===== src/rtl/imm_ext_pkg.sv =====
// Shared definitions for the immediate-extension pipeline: mode encodings,
// skid occupancy states and a width-generic extend function.
package imm_ext_pkg;

  localparam logic [1:0] MODE_ZERO  = 2'd0;
  localparam logic [1:0] MODE_SIGN  = 2'd1;
  localparam logic [1:0] MODE_UPPER = 2'd2;
  localparam logic [1:0] MODE_SHL2  = 2'd3;

  localparam int EXT_MAX_W = 64;

  typedef enum logic [1:0] {
    OCC_EMPTY = 2'd0,
    OCC_ONE   = 2'd1,
    OCC_TWO   = 2'd2
  } occ_e;

  // Widths are arguments so the single-cycle datapath can reuse this with its
  // own sizes; callers pass constants, so the masks and shifts fold away.
  function automatic logic [EXT_MAX_W-1:0] imm_extend(
    input logic [EXT_MAX_W-1:0] data,
    input logic [1:0]           mode,
    input int                   in_w,
    input int                   out_w
  );
    logic [EXT_MAX_W-1:0] in_mask;
    logic [EXT_MAX_W-1:0] out_mask;
    logic [EXT_MAX_W-1:0] zext;
    logic [EXT_MAX_W-1:0] sext;
    logic [EXT_MAX_W-1:0] res;
    in_mask  = {EXT_MAX_W{1'b1}} >> (EXT_MAX_W - in_w);
    out_mask = {EXT_MAX_W{1'b1}} >> (EXT_MAX_W - out_w);
    zext     = data & in_mask;
    sext     = ((zext & ~(in_mask >> 1)) != '0) ? (zext | ~in_mask) : zext;
    res      = '0;
    case (mode)
      MODE_ZERO:  res = zext;
      MODE_SIGN:  res = sext;
      MODE_UPPER: res = zext << (out_w - in_w);
      MODE_SHL2:  res = sext << 2;
      default:    res = '0;
    endcase
    return res & out_mask;
  endfunction

endpackage


===== src/rtl/imm_skid_buf.sv =====
// Generic two-entry valid/ready skid buffer with a registered in_ready.
//   state     | meaning
//   OCC_EMPTY | no entry held, out_valid low
//   OCC_ONE   | MAIN holds the head entry
//   OCC_TWO   | MAIN holds the head, SKID holds the next entry; input stalled
module imm_skid_buf #(
  parameter int W = 34
) (
  input  logic         clk,
  input  logic         rst_n,
  input  logic         in_valid,
  output logic         in_ready,
  input  logic [W-1:0] in_data,
  output logic         out_valid,
  input  logic         out_ready,
  output logic [W-1:0] out_data
);
  import imm_ext_pkg::*;

  occ_e         state;
  occ_e         state_nxt;
  logic [W-1:0] main_q;
  logic [W-1:0] skid_q;
  logic         ready_q;
  logic         push;
  logic         pop;
  logic         load_main;
  logic         load_skid;
  logic         skid_to_main;

  assign push      = in_valid & ready_q;
  assign pop       = out_valid & out_ready;
  assign out_valid = (state != OCC_EMPTY);
  assign out_data  = main_q;
  assign in_ready  = ready_q;

  always_comb begin
    state_nxt    = state;
    load_main    = 1'b0;
    load_skid    = 1'b0;
    skid_to_main = 1'b0;
    case (state)
      OCC_EMPTY: begin
        if (push) begin
          state_nxt = OCC_ONE;
          load_main = 1'b1;
        end
      end
      OCC_ONE: begin
        if (push && pop) begin
          load_main = 1'b1;
        end else if (push) begin
          state_nxt = OCC_TWO;
          load_skid = 1'b1;
        end else if (pop) begin
          state_nxt = OCC_EMPTY;
        end
      end
      OCC_TWO: begin
        if (pop) begin
          state_nxt    = OCC_ONE;
          skid_to_main = 1'b1;
        end
      end
      default: state_nxt = OCC_EMPTY;
    endcase
  end

  always_ff @(posedge clk or negedge rst_n) begin
    if (!rst_n) begin
      state   <= OCC_EMPTY;
      main_q  <= '0;
      skid_q  <= '0;
      ready_q <= 1'b1;
    end else begin
      state   <= state_nxt;
      ready_q <= (state_nxt != OCC_TWO);
      if (load_main) begin
        main_q <= in_data;
      end else if (skid_to_main) begin
        main_q <= skid_q;
      end
      if (load_skid) begin
        skid_q <= in_data;
      end
    end
  end

endmodule


===== src/rtl/imm_ext_pipe.sv =====
// Pipelined immediate extension between decode and the ALU-operand/branch
// muxes: extend on the input side, then hold result and mode in a skid buffer.
module imm_ext_pipe #(
  parameter int IN_W  = 16,
  parameter int OUT_W = 32
) (
  input  logic             clk,
  input  logic             rst_n,
  input  logic             in_valid,
  output logic             in_ready,
  input  logic [IN_W-1:0]  in_data,
  input  logic [1:0]       in_mode,
  output logic             out_valid,
  input  logic             out_ready,
  output logic [OUT_W-1:0] out_data,
  output logic             out_neg,
  output logic [1:0]       out_mode
);
  import imm_ext_pkg::*;

  logic [EXT_MAX_W-1:0] raw;
  logic [EXT_MAX_W-1:0] ext_full;
  logic [OUT_W+1:0]     main_word;
  logic                 unused_ext_hi;

  assign raw           = {{(EXT_MAX_W-IN_W){1'b0}}, in_data};
  assign ext_full      = imm_extend(raw, in_mode, IN_W, OUT_W);
  // The function masks to OUT_W, so the upper bits are always zero.
  assign unused_ext_hi = &{1'b0, ext_full[EXT_MAX_W-1:OUT_W]};

  imm_skid_buf #(
    .W(OUT_W+2)
  ) u_skid (
    .clk       (clk),
    .rst_n     (rst_n),
    .in_valid  (in_valid),
    .in_ready  (in_ready),
    .in_data   ({in_mode, ext_full[OUT_W-1:0]}),
    .out_valid (out_valid),
    .out_ready (out_ready),
    .out_data  (main_word)
  );

  assign out_data = main_word[OUT_W-1:0];
  assign out_mode = main_word[OUT_W+1:OUT_W];
  assign out_neg  = main_word[OUT_W-1];

endmodule


===== config.mk =====
export PLATFORM = sky130hd
export DESIGN_NAME = imm_ext_pipe
export DESIGN_NICKNAME = d
export VERILOG_FILES = /design/src/rtl/imm_ext_pkg.sv /design/src/rtl/imm_skid_buf.sv /design/src/rtl/imm_ext_pipe.sv
export SDC_FILE = /design/constraint.sdc
export NUM_CORES = 1
export LEC_CHECK = 0
export ABC_AREA = 1
export ABC_CLOCK_PERIOD_IN_PS = 1800
export BUFFER_PORTS_ARGS = -buffer_cell sky130_fd_sc_hd__buf_4
export CAP_MARGIN = 30
export CELL_PAD_IN_SITES_DETAIL_PLACEMENT = 0
export CELL_PAD_IN_SITES_GLOBAL_PLACEMENT = 1
export CORE_UTILIZATION = 41
export CTS_CLUSTER_SIZE = 12
export DETAILED_ROUTE_END_ITERATION = 7
export PLACE_DENSITY_LB_ADDON = 0.1
export REMOVE_ABC_BUFFERS = 1
export SYNTH_ARGS = -nofsm -noshare
export SYNTH_HDL_FRONTEND = slang
export SYNTH_SLANG_ARGS = --single-unit

===== constraint.sdc =====
create_clock -name clk -period 1.8 [get_ports clk]
set_clock_uncertainty 0.15 [all_clocks]
set_input_delay 0.27 -clock clk [delete_from_list [all_inputs] [get_ports clk]]
set_output_delay 0.27 -clock clk [all_outputs]
set_load 0.02 [all_outputs]

Word-level counts from Yosys, hierarchy flattened
Cells that the tools add are included.
Cells by class
  eq/ne operators: 6
  mux-type cells: 17
  bitwise logic cells: 2
  reductions and logical operators: 5
Operators by type and width (count)
  one-hot mux 32 bit (4 select lines): 1
  2-to-1 mux 34 bit: 2
  2-to-1 mux 32 bit: 1
  2-to-1 mux 2 bit: 5
  equality test 2 bit, second input constant: 3
  2-to-1 mux 1 bit: 6
  one-hot mux 2 bit (3 select lines): 1
  equality test 2 x 1 -> 1 bit, second input constant: 2
  zero test 2 bit: 2
  nonzero test 2 bit: 2
  AND 1 bit: 2
  inequality test 2 bit, second input constant: 1
  one-hot mux 1 bit (2 select lines): 1
  logical AND 1 bit: 1
Word-level totals
  bits in registers: 71
  input bits: 22
  output and inout port bits: 37

Depth between registers and ports, before layout
  depth after elaboration: 7
  depth in mapped cells: 7
  depth with buffers taken out: 6

Hierarchy
Synthesis repeated with hierarchy kept, for this count alone.
Second synthesis, totals
  cells, all modules: 507
  area, all modules: 3890.0 um2
Modules (own cells, without submodules)
  imm_skid_buf: times used 1, cells an instance 432, area each 3500.9 um2
  imm_ext_pipe: times used 1, cells an instance 75, area each 389.1 um2

Worst setup path before layout
Ideal clock, no wire load.
  kind: register to register
  start point: reg u_skid.ready_q, in the netlist u_skid.in_ready
  end point: reg u_skid.main_q[31], in the netlist u_skid.out_data[31]
  library setup time: 125 ps
  arrival time: 1214 ps
  slack: 311 ps
  cell stages (with the launch flop): 7
  clock period less this slack: 1489 ps
  cells stage by stage: dfstp_2 nand2_1 nor2_4 nand2_4 buf_2 nand3_1 nand3_1
Between the ends
  cells in the longest elaborated chain, start to end: 5
  elaborated cells on any way between the ends: 7
RTL lines
  from (decl): line imm_skid_buf.sv:24  | logic ready_q;
  from (signal assigned): line imm_skid_buf.sv:77  | ready_q <= (state_nxt != OCC_TWO);
  AND 1 bit (*): line imm_skid_buf.sv:31  | assign push = in_valid & ready_q;
  logical AND 1 bit: line imm_skid_buf.sv:50  | if (push && pop) begin
  2-to-1 mux 1 bit: line imm_skid_buf.sv:50
  one-hot mux 1 bit (2 select lines) (*): line imm_skid_buf.sv:42  | case (state)
  2-to-1 mux 34 bit or nonzero test 2 bit (tied branches)
  to (signal assigned): line imm_skid_buf.sv:79  | main_q <= in_data;
  to (signal assigned): line imm_skid_buf.sv:81  | main_q <= skid_q;
  to (decl): line imm_skid_buf.sv:22  | logic [W-1:0] main_q;
Every way passes the cells marked *; elsewhere a longest branch is shown, timed or not.
A chain may end at the register's enable or synchronous reset.

Final worst setup path
  start point: reg u_skid.ready_q, in the netlist u_skid.in_ready
  end point: reg u_skid.main_q[20], in the netlist u_skid.out_data[20]
Same word-level chain as after synthesis.

==> impl.org <==
** Worst hold path
- Worst Hold Depth :: 2
- The worst hold path begins at out_ready.
- Hold Crit Endpoint :: u_skid.state[1]
- Worst hold-check path type :: input port to flop

** CTS
- The later pin in the worst-skew pair is clocked with a latency of between 0.3 and 0.4 ns.
- Clock tree root buffer cell :: sky130_fd_sc_hd__clkbuf_8
- TritonCTS created 9 clock buffers.
- Clock-pin slew was measured on the worst setup and hold paths at 0.08 ns.
- The tree built by TritonCTS fans out to 71 sinks.
- CTS tree :: built
- Number of H-tree levels :: 3
- Maximum buffer depth of the clock tree :: 2
- Once the clock tree was built, the setup fixing pass inserted 0 buffers.
- Resize count post-CTS :: 0

** Cells and area
- The finished cells cover 0.004133 mm^2.
- The net count of the finished layout is 513.
- The library cell used most frequently in the layout, excluding fill and tap cells, is sky130_fd_sc_hd__nand2_1.
- Final standard cell count with taps included and fillers excluded :: roughly 600
- Sequential cell area :: around 0.0018 mm^2
- Of the cells placed in the final design, the portion with a size suffix greater than 1 is between 15 and 20%.
- The top cell types in the final layout, fill and taps aside, are sky130_fd_sc_hd__nand2_1, sky130_fd_sc_hd__nand3_1, sky130_fd_sc_hd__dfrtp_1.
- The multi-input combinational cells in the finished layout cover a total of 0.001380 mm^2.
- 0 antenna diodes ended up in the layout.
- Area overhead of the layout relative to synthesis :: 21.61%
- Fillcell total :: 764
- Post-layout util :: between 50% and 60%

** Place
- Area of placed instances :: 0.003901 mm^2
- PortBufs :: 58
- DP Cell Count :: 581
- RePlAce Congestion :: 0.7774
- At the placement stage, the worst setup path has a slack of 0.2371 ns.
- Half-perimeter wire length after placement :: about 5.7 mm

** Timing
- Derived from the worst setup path, the maximum achievable clock frequency is 623.9 MHz.
- Setup total negative slack :: 0 ns
- Setup repair after global routing left no endpoint under its margin.
- Final hold vios :: 0
- Final Cycle Share :: just under 90%
- Minimum setup slack in the final design :: a little under 0.2 ns
- Setup violations remaining at the end of the flow were counted as 0.
- Final-report max-slew violation count :: 0
- For the finished layout, the period the worst path requires is around 1.6 ns.
- Worst-case headroom to the max-slew limit :: 70.44%
- Transition time at the pin with the least slew margin :: 0.4434 ns

** Routing
- The first detailed-routing pass ran for 4 iterations.
- For this block, the via count after detailed routing is between 2000 and 3000.
- Summed over all layers, the routed wires come to 8.799 mm.
- Detailed routing placed a total of just under 4 mm of wire on met2.
- Post-route ant nets :: 0
- Detail Route met3 WL :: 398 um
- In the routed layout, each cell is associated on average with a via count of 4.900.
- For this run, design rule violations remaining after detail routing come to 0.
- Met1 routed wirelength after detailed routing :: 4.401 mm
- Detailed-route wire length per cell :: between 10 and 15 um
- For this block, the initial DRC count from the detailed router was 144.
- Max layer used :: met4

** Yosys
- The cell area that synthesis handed to floorplanning was 0.003398 mm^2.
- Counting flops and latches in the post-synthesis netlist gives 71.
- Of the synthesized area, sequential elements account for 52.32%.
- Number of warnings reported in the yosys synthesis log :: 0
- Synthesis handed over a netlist of 434 instances.
- Number of different library cells in the post-synthesis netlist :: 18
- Post-synthesis average cell area :: between 7 and 8 um^2

** GRT
- Via count of the first global-routing pass :: 2938
- Across every metal layer, demand over resource in global routing totals between 20% and 30%.
- Wire length of the first global-routing pass :: 14.72 mm
- Entering global routing, the biggest net connects 34 pins.
- The initial antenna violation count was 0.
- Global routing finished with a remaining overflow of 0.

** Worst setup path
- STA puts the critical path data required time at 1.92 ns.
- CP startpoint kind :: flop
- The worst register-to-register path begins at u_skid.in_ready.
- Reg-to-reg critical path endpoint :: u_skid.out_data[20]
- Setup slack, reg-to-reg :: 0.20 ns
- The number of cells on the worst reg-to-reg path is 6.
- Worst setup EP type :: flop
- Along the worst path, the maximum fanout reaches 33.
- Arrival @ worst endpoint :: 1.72 ns
- The critical path is of the flop to flop type.

** Status
- Run status :: finished, final reports clean

** Floorplanning
- Initial core utilization :: a little over two fifths
- Overall die height :: 93.04 um
- Num ports :: 59
- Row count :: 32
- Horiz. Die Dim :: 93.04 um
- The core region is 0.007888 mm^2.
- The die covers 0.008656 mm^2.

** Power and ir drop
- The clock network accounts for between 20% and 30% of the total power.
- Worst-case vdd ir drop :: between 0.6 and 0.7 mV
- Switching power as a share of total power :: 36.79%
- Share of power burned in combinational logic :: a little over a third
- Leakage power total :: 2.221 nW
- Of the total power, registers draw 42.8%.
- P_int :: approximately 4.0 mW
- Dividing total power by cell area gives a power density of 1513 mW/mm^2.
- The analysis attributes to net switching a power of approximately 2.3 mW.

** Run
- Across the run, the number of max-cap violations was 0.
==> critical path, stage by stage, from the launching register on <==
cell and delay [ns]:
sky130_fd_sc_hd__dfstp_2 0.53, sky130_fd_sc_hd__nand2_1 0.09, sky130_fd_sc_hd__nor2_4 0.15, sky130_fd_sc_hd__nand2_4 0.08, sky130_fd_sc_hd__inv_4 0.29, sky130_fd_sc_hd__nand2_1 0.10
sky130_fd_sc_hd__nand3_1 0.11
==> cells by family (layout without fill, tap and decap cells) <==
group,Yosys count,in the layout,share of synthesized area [%]
buffers and inverters,40,102,7.069
DFF,71,71,52.32
and+or+nand+nor,312,312,38.92
AOI/OAI and AO/OA,11,11,1.694
==> cell usage after synthesis <==
master                      n  area, um^2
sky130_fd_sc_hd__buf_2     14       70.07
sky130_fd_sc_hd__buf_4      6       45.04
sky130_fd_sc_hd__buf_6      6       67.56
sky130_fd_sc_hd__dfrtp_1   70        1752
sky130_fd_sc_hd__dfstp_2    1       26.28
sky130_fd_sc_hd__inv_1     10       37.54
sky130_fd_sc_hd__inv_2      2       7.510
sky130_fd_sc_hd__inv_4      2       12.51
sky130_fd_sc_hd__nand2_1  217       814.5
sky130_fd_sc_hd__nand2_2    1       6.260
sky130_fd_sc_hd__nand2_4    2       22.52
sky130_fd_sc_hd__nand3_1   82       410.4
sky130_fd_sc_hd__nand3_4    1       17.52
sky130_fd_sc_hd__nor2_1     6       22.52
sky130_fd_sc_hd__nor2_2     1       6.260
sky130_fd_sc_hd__nor2_4     2       22.52
sky130_fd_sc_hd__o21a_1     1       7.510
sky130_fd_sc_hd__o21ai_0   10       50.05
==> layer usage <==
| metal | track usage, % | up-vias |
|---|---|---|
| met5 | 0 | - |
| met4 | 7.949 | 0 |
| met2 | 35.42 | 73 |
| li1 | - | 1490 |
| met1 | 30.66 | 1365 |
| met3 | 3.496 | 2 |
==> repair_timing <==
item,4_1_cts,5_1_grt
hold buffers,1,0
hold endpoints to repair,28,0
endpoints found under the setup margin,0,0
==> registers in the layout, indices dropped and copies added, names as in the netlist <==
register and count:
u_skid.skid_q 34, u_skid.out_data 34, u_skid.in_ready 1, u_skid.state 2
==> worst max-delay path by stage <==
| stage | start | slack (ns) | endpoint |
|---|---|---|---|
| 3_5_place_dp | u_skid.in_ready | 0.24 | u_skid.out_data[13] |
| 6_report | u_skid.in_ready | 0.20 | u_skid.out_data[20] |
| 2_1_floorplan | u_skid.in_ready | 0.17 | u_skid.skid_q[16] |
| 4_1_cts | u_skid.in_ready | 0.21 | u_skid.out_data[13] |
| 5_1_grt | u_skid.in_ready | 0.02 | u_skid.out_data[14] |
| 3_3_place_gp | u_skid.in_ready | 0.27 | u_skid.out_data[17] |
==> power groups by stage <==
stage                     clock network, mW  registers (mW)  logic [mW]
after floorplan                           0            3.05       0.861
after global placement                    0            2.68        2.17
after detailed placement                  0            2.71        2.19
after CTS                              1.45            2.68        2.20
after global routing                   1.52            2.76        2.42
final                                  1.41            2.67        2.17
==> metrics by stage <==
step | power, mW | hold slack (ns)
after floorplan | 3.906 | -0.1756
after global placement | 4.851 | 0.09381
after detailed placement | 4.898 | 0.1006
after CTS | 6.322 | 0.05231
after global routing | 6.691 | 0.06760
final | 6.253 | 0.07027
==> final cells by class <==
| cell class | count | share of cell area [%] |
|---|---|---|
| Tap cell | 102 | 3.088 |
| Clock buffer | 9 | 2.997 |
| Sequential cell | 71 | 43.02 |
| Multi-Input combinational cell | 323 | 33.39 |
| Inverter | 14 | 1.393 |
| Clock inverter | 7 | 2.361 |
| Timing Repair Buffer | 72 | 13.75 |
(Power assumes the default switching activity.)
